$ cat config.mk
export PLATFORM = sky130hd
export DESIGN_NAME = wb_arb2_sdram
export DESIGN_NICKNAME = d
export VERILOG_FILES = /design/src/rtl/wb_arb2_sdram.sv
export SDC_FILE = /design/constraint.sdc
export NUM_CORES = 1
export LEC_CHECK = 0
export BUFFER_PORTS_ARGS = -buffer_cell sky130_fd_sc_hd__buf_4
export CAP_MARGIN = 20
export CORE_AREA = 2 2 117 119
export CTS_BUF_LIST = sky130_fd_sc_hd__clkbuf_2 sky130_fd_sc_hd__clkbuf_4 sky130_fd_sc_hd__clkbuf_8
export DETAILED_ROUTE_END_ITERATION = 16
export DIE_AREA = 0 0 119 121
export GPL_TIMING_DRIVEN = 1
export HOLD_SLACK_MARGIN = 0.1
export SLEW_MARGIN = 20
export SYNTH_ARGS = -nofsm -noshare
export SYNTH_HDL_FRONTEND = slang
export SYNTH_SLANG_ARGS = --single-unit
export TNS_END_PERCENT = 1
$ cat constraint.sdc
create_clock -name clk -period 2.5 [get_ports clk]
set_clock_uncertainty 0.2 [all_clocks]
set_input_delay 0.5 -clock clk [delete_from_list [all_inputs] [get_ports clk]]
set_output_delay 0.5 -clock clk [all_outputs]
set_load 0.01 [all_outputs]
$ cat src/rtl/wb_arb2_sdram.sv
// Two-master Wishbone B3 round-robin arbiter in front of the SDR SDRAM controller's slave port.
// Latency: one cycle to arbitrate from IDLE; request, data and ack paths are combinational once granted.
// Backpressure: grant is held through stb gaps and ack waits until the final beat (or cyc drop).
module wb_arb2_sdram #(
  parameter int adr_size = 24
) (
  input  logic                clk,
  input  logic                rst,
  input  logic [31:0]         m0_dat_i,
  input  logic [adr_size:1]   m0_adr_i,
  input  logic [3:0]          m0_sel_i,
  input  logic [2:0]          m0_cti_i,
  input  logic [1:0]          m0_bte_i,
  input  logic                m0_we_i,
  input  logic                m0_cyc_i,
  input  logic                m0_stb_i,
  output logic [31:0]         m0_dat_o,
  output logic                m0_ack_o,
  input  logic [31:0]         m1_dat_i,
  input  logic [adr_size:1]   m1_adr_i,
  input  logic [3:0]          m1_sel_i,
  input  logic [2:0]          m1_cti_i,
  input  logic [1:0]          m1_bte_i,
  input  logic                m1_we_i,
  input  logic                m1_cyc_i,
  input  logic                m1_stb_i,
  output logic [31:0]         m1_dat_o,
  output logic                m1_ack_o,
  output logic [31:0]         s_dat_o,
  output logic [adr_size:1]   s_adr_o,
  output logic [3:0]          s_sel_o,
  output logic [2:0]          s_cti_o,
  output logic [1:0]          s_bte_o,
  output logic                s_we_o,
  output logic                s_cyc_o,
  output logic                s_stb_o,
  input  logic [31:0]         s_dat_i,
  input  logic                s_ack_i
);

  typedef enum logic [1:0] {IDLE, GNT0, GNT1} state_t;

  state_t state;
  state_t state_nxt;
  logic   last;   // 1 = m1 was granted most recently
  logic   req0;
  logic   req1;
  logic   done0;
  logic   done1;

  assign req0 = m0_cyc_i & m0_stb_i;
  assign req1 = m1_cyc_i & m1_stb_i;

  // A grant ends when the owner drops cyc, or on the ack of a classic / end-of-burst beat
  assign done0 = ~m0_cyc_i | (s_ack_i & ((m0_cti_i == 3'b000) | (m0_cti_i == 3'b111)));
  assign done1 = ~m1_cyc_i | (s_ack_i & ((m1_cti_i == 3'b000) | (m1_cti_i == 3'b111)));

  // Read data is broadcast; only ack is steered
  assign m0_dat_o = s_dat_i;
  assign m1_dat_o = s_dat_i;

  // State register and round-robin priority bit, updated when a grant is released
  always_ff @(posedge clk) begin
    if (rst) begin
      state <= IDLE;
      last  <= 1'b1;
    end else begin
      state <= state_nxt;
      if (state == GNT0 && state_nxt == IDLE) begin
        last <= 1'b0;
      end else if (state == GNT1 && state_nxt == IDLE) begin
        last <= 1'b1;
      end
    end
  end

  // Next-state arbitration and slave-side request mux
  always_comb begin
    state_nxt = state;
    s_dat_o   = m0_dat_i;
    s_adr_o   = m0_adr_i;
    s_sel_o   = m0_sel_i;
    s_cti_o   = m0_cti_i;
    s_bte_o   = m0_bte_i;
    s_we_o    = 1'b0;
    s_cyc_o   = 1'b0;
    s_stb_o   = 1'b0;
    m0_ack_o  = 1'b0;
    m1_ack_o  = 1'b0;
    case (state)
      IDLE: begin
        if (req0 && req1) begin
          state_nxt = last ? GNT0 : GNT1;
        end else if (req0) begin
          state_nxt = GNT0;
        end else if (req1) begin
          state_nxt = GNT1;
        end
      end
      GNT0: begin
        s_we_o   = m0_we_i;
        s_cyc_o  = m0_cyc_i;
        s_stb_o  = m0_stb_i;
        m0_ack_o = s_ack_i;
        if (done0) begin
          state_nxt = IDLE;
        end
      end
      GNT1: begin
        s_dat_o  = m1_dat_i;
        s_adr_o  = m1_adr_i;
        s_sel_o  = m1_sel_i;
        s_cti_o  = m1_cti_i;
        s_bte_o  = m1_bte_i;
        s_we_o   = m1_we_i;
        s_cyc_o  = m1_cyc_i;
        s_stb_o  = m1_stb_i;
        m1_ack_o = s_ack_i;
        if (done1) begin
          state_nxt = IDLE;
        end
      end
      default: begin
        state_nxt = IDLE;
      end
    endcase
  end

endmodule

==> impl_results.md <==
* Ant diodes at 0
* Critical Path AT at around 1.7 ns
* Outcome: finished clean
* Insertion delay to the later sink of the worst-skew pair at 0.21 ns
* Width of the die at 119 µm
* All-layer global routing usage at 0.0917
* # placed instances at between 500 and 600
* DRT Wirelength at around 7000 µm
* Initial core utilization at 0.123
* Final nets at between 500 and 600
* CTS Buf Count at 3
* Crit path kind: reg -> out
* Worst vdd ir at roughly 120 µV
* PwrDens at around 270 mW/mm²
* Vias in the first global route at about 2,000
* DRT iter0 DRCs at 29
* CTS max path bufs at 2
* Core Util, Final at 0.229
* Non-Filler Instances at a little over 500
* Type of the worst min-delay path: in -> reg
* Setup Total Neg Slack at 0 ns
* Initial DRT Pass Iterations at 4
* Fmax at approximately 420 MHz
* Max Fanout on Critical Path at 34
* Reg-to-reg endpoint: last
* Register area share after synthesis at 0.0373
* Number of cell rows at 42
* Antenna violations before repair at 0
* Total gr overflow at 0
* # clock sinks at 3
* Mapped Avg Cell Area at a little under 9 µm²
* Die H at ~120 µm
* Crit share post-route at 0.958
* Post-route ant nets at 0
* Die area at 0.0144 mm²
* Worst endpoint required time at 1.80 ns
* # fillers at around 1,500
* Critical path endpoint: s_dat_o[6]
* P&R area growth vs syn at 86.2%
* Via density at around 3.7
* DRC errors left at 0
* Synth unique cells at 29
* Syn Std Cell Area at between 0.0015 and 0.002 mm²
* Post-layout min period at ~2.4 ns
* R2R depth at 7
* Syn Inst Count at between 150 and 200
* Via Count at 1,878
* Synthesized Nets at around 360
* Port bufs at 208
* IO Count at roughly 310
* Dpl hpwl at 6400 µm
* WL/cell at ~14 µm
* Nature of the critical path startpoint: flop
* Reg2reg start: state[1]
* Final hold violations at 0
* Clock root buffer master: clkbuf_8
* RSZ-0062 raised after global routing: no
* Synth Register Bits at 3
* Slew HR at 0.756
* CTS tree: built
* Placed Area at 0.00294 mm²
* Flop2flop setup slack at 0.33 ns
* H-tree Lvls at 1
* Setup crit start: state[1]
* Area of the multi-input gates at between 0.001 and 0.0015 mm²
* Post-route cell area at 0.00300 mm²
* Area of the core at 0.0131 mm²
* Share of cells above drive strength 1 at 0.834
* Max Cap Viol at 0
* Worst setup EP type: output port
* Largest net degree at the start of global routing at 35
* Synth warnings at 0
* Pleak at 0.00143 µW
* Wire length of the first global-routing pass at between 10,000 and 15,000 µm
* Reg clk slew, reported paths at approximately 0.030 ns
* Setup violations, final at 0
* Register area at around 60 µm²
* Slew Viols, Final at 0
* Tightest Pin Transition at approximately 0.36 ns
* Gp weighted congestion at about 0.76
[layout make-up]
class	instances	share of cell area
tap	176	0.0734
multi-input combinational	106	0.343
clock buffer	4	0.0163
sequential	3	0.0200
timing repair buffer	213	0.542
inverter	5	0.00626
[cells in the mapped netlist (all sizes together)]
| cell | n | share of area |
|---|---|---|
| mux2 | 66 | 0.46 |
| nand2 | 4 | 0.011 |
| nor2 | 4 | 0.0093 |
| clkinv | 1 | 0.0023 |
| ha | 4 | 0.031 |
| and3 | 1 | 0.0039 |
| and2 | 2 | 0.0078 |
| a211oi | 2 | 0.0093 |
| nor4b | 1 | 0.0093 |
| nor2b | 2 | 0.0078 |
| o2111ai | 1 | 0.0054 |
| dfxtp | 3 | 0.037 |
| a21oi | 3 | 0.0093 |
| a21boi | 1 | 0.0047 |
| inv | 4 | 0.0093 |
| and4 | 1 | 0.0054 |
| nor4 | 1 | 0.0039 |
| o21ai | 3 | 0.0093 |
| clkbuf | 5 | 0.012 |
| a22oi | 2 | 0.0093 |
| nor3 | 3 | 0.0093 |
| a31o | 1 | 0.0054 |
| a31oi | 3 | 0.012 |
| buf | 67 | 0.31 |
| a2bb2oi | 1 | 0.0054 |
[report_power, final]
| part | internal (µW) | leakage [µW] | switching [µW] | total, µW |
|---|---|---|---|---|
| clock | 119 | 0.0000262 | 29.4 | 149 |
| combinational | 370 | 0.00138 | 219 | 589 |
| sequential | 52.8 | 0.0000246 | 6.63 | 59.4 |
[how the worst min path moves through the flow]
stage	cells after the start	startpoint	endpoint	slack, ns
2_1_floorplan	2	state[0]	state[0]	0.31
3_3_place_gp	2	state[0]	state[0]	0.35
3_5_place_dp	2	state[0]	state[0]	0.34
4_1_cts	2	rst	state[0]	0.28
5_1_grt	2	rst	state[0]	0.28
6_report	2	rst	state[0]	0.28
[timing repair]
action                     CTS  global route
setup buffers                0             2
hold endpoints to repair     0             0
setup endpoints to repair    0            40
gates resized for setup      0             0
hold buffers                 0             0
[kinds of logic (layout without fill, tap and decap cells)]
group                    after synthesis  in the layout  synth area share
AO/OA/AOI/OAI                         17             17            0.0699
adder cells (fa/ha/maj)                4              4            0.0311
buffers and inverters                 77            222             0.333
multiplexers                          66             66             0.462
flip-flops                             3              3            0.0373
AND/OR/NAND/NOR                       19             19            0.0676
[state kept, by name (all words and copies together) (netlist names)]
signal	flops
state	2
last	1
[cell usage in the layout (no fill, tap or decap), drive strengths merged, types with 3 or more instances in the layout]
cell type,instances
buf,213
mux2,66
inv,4
nor2,4
nand2,4
ha,4
clkbuf,4
a31oi,3
a21oi,3
nor3,3
dfxtp,3
o21ai,3
[routing by layer]
layer	vias up	track usage	part of all wire
met5	-	0	0
li1	883	-	-
met4	0	0.0238	0.021
met1	837	0.0912	0.34
met2	135	0.177	0.54
met3	23	0.0352	0.099
[stage by stage]
step / total power (µW) / setup slack (ns) / hold WS (ns)
CTS: 809 / 0.0275 / 0.276
global placement: 646 / 0.286 / 0.353
global route: 850 / 0.0208 / 0.283
floorplan: 394 / 0.324 / 0.305
finish: 797 / 0.104 / 0.277
detailed placement: 654 / 0.259 / 0.345
[worst max-delay path, stage by stage, from the launching register on]
cell and delay, ns:
dfxtp_1 0.47, ha_4 0.26, buf_12 0.21, mux2_2 0.37
buf_4 0.14
Power figures use the tool's default switching activity.
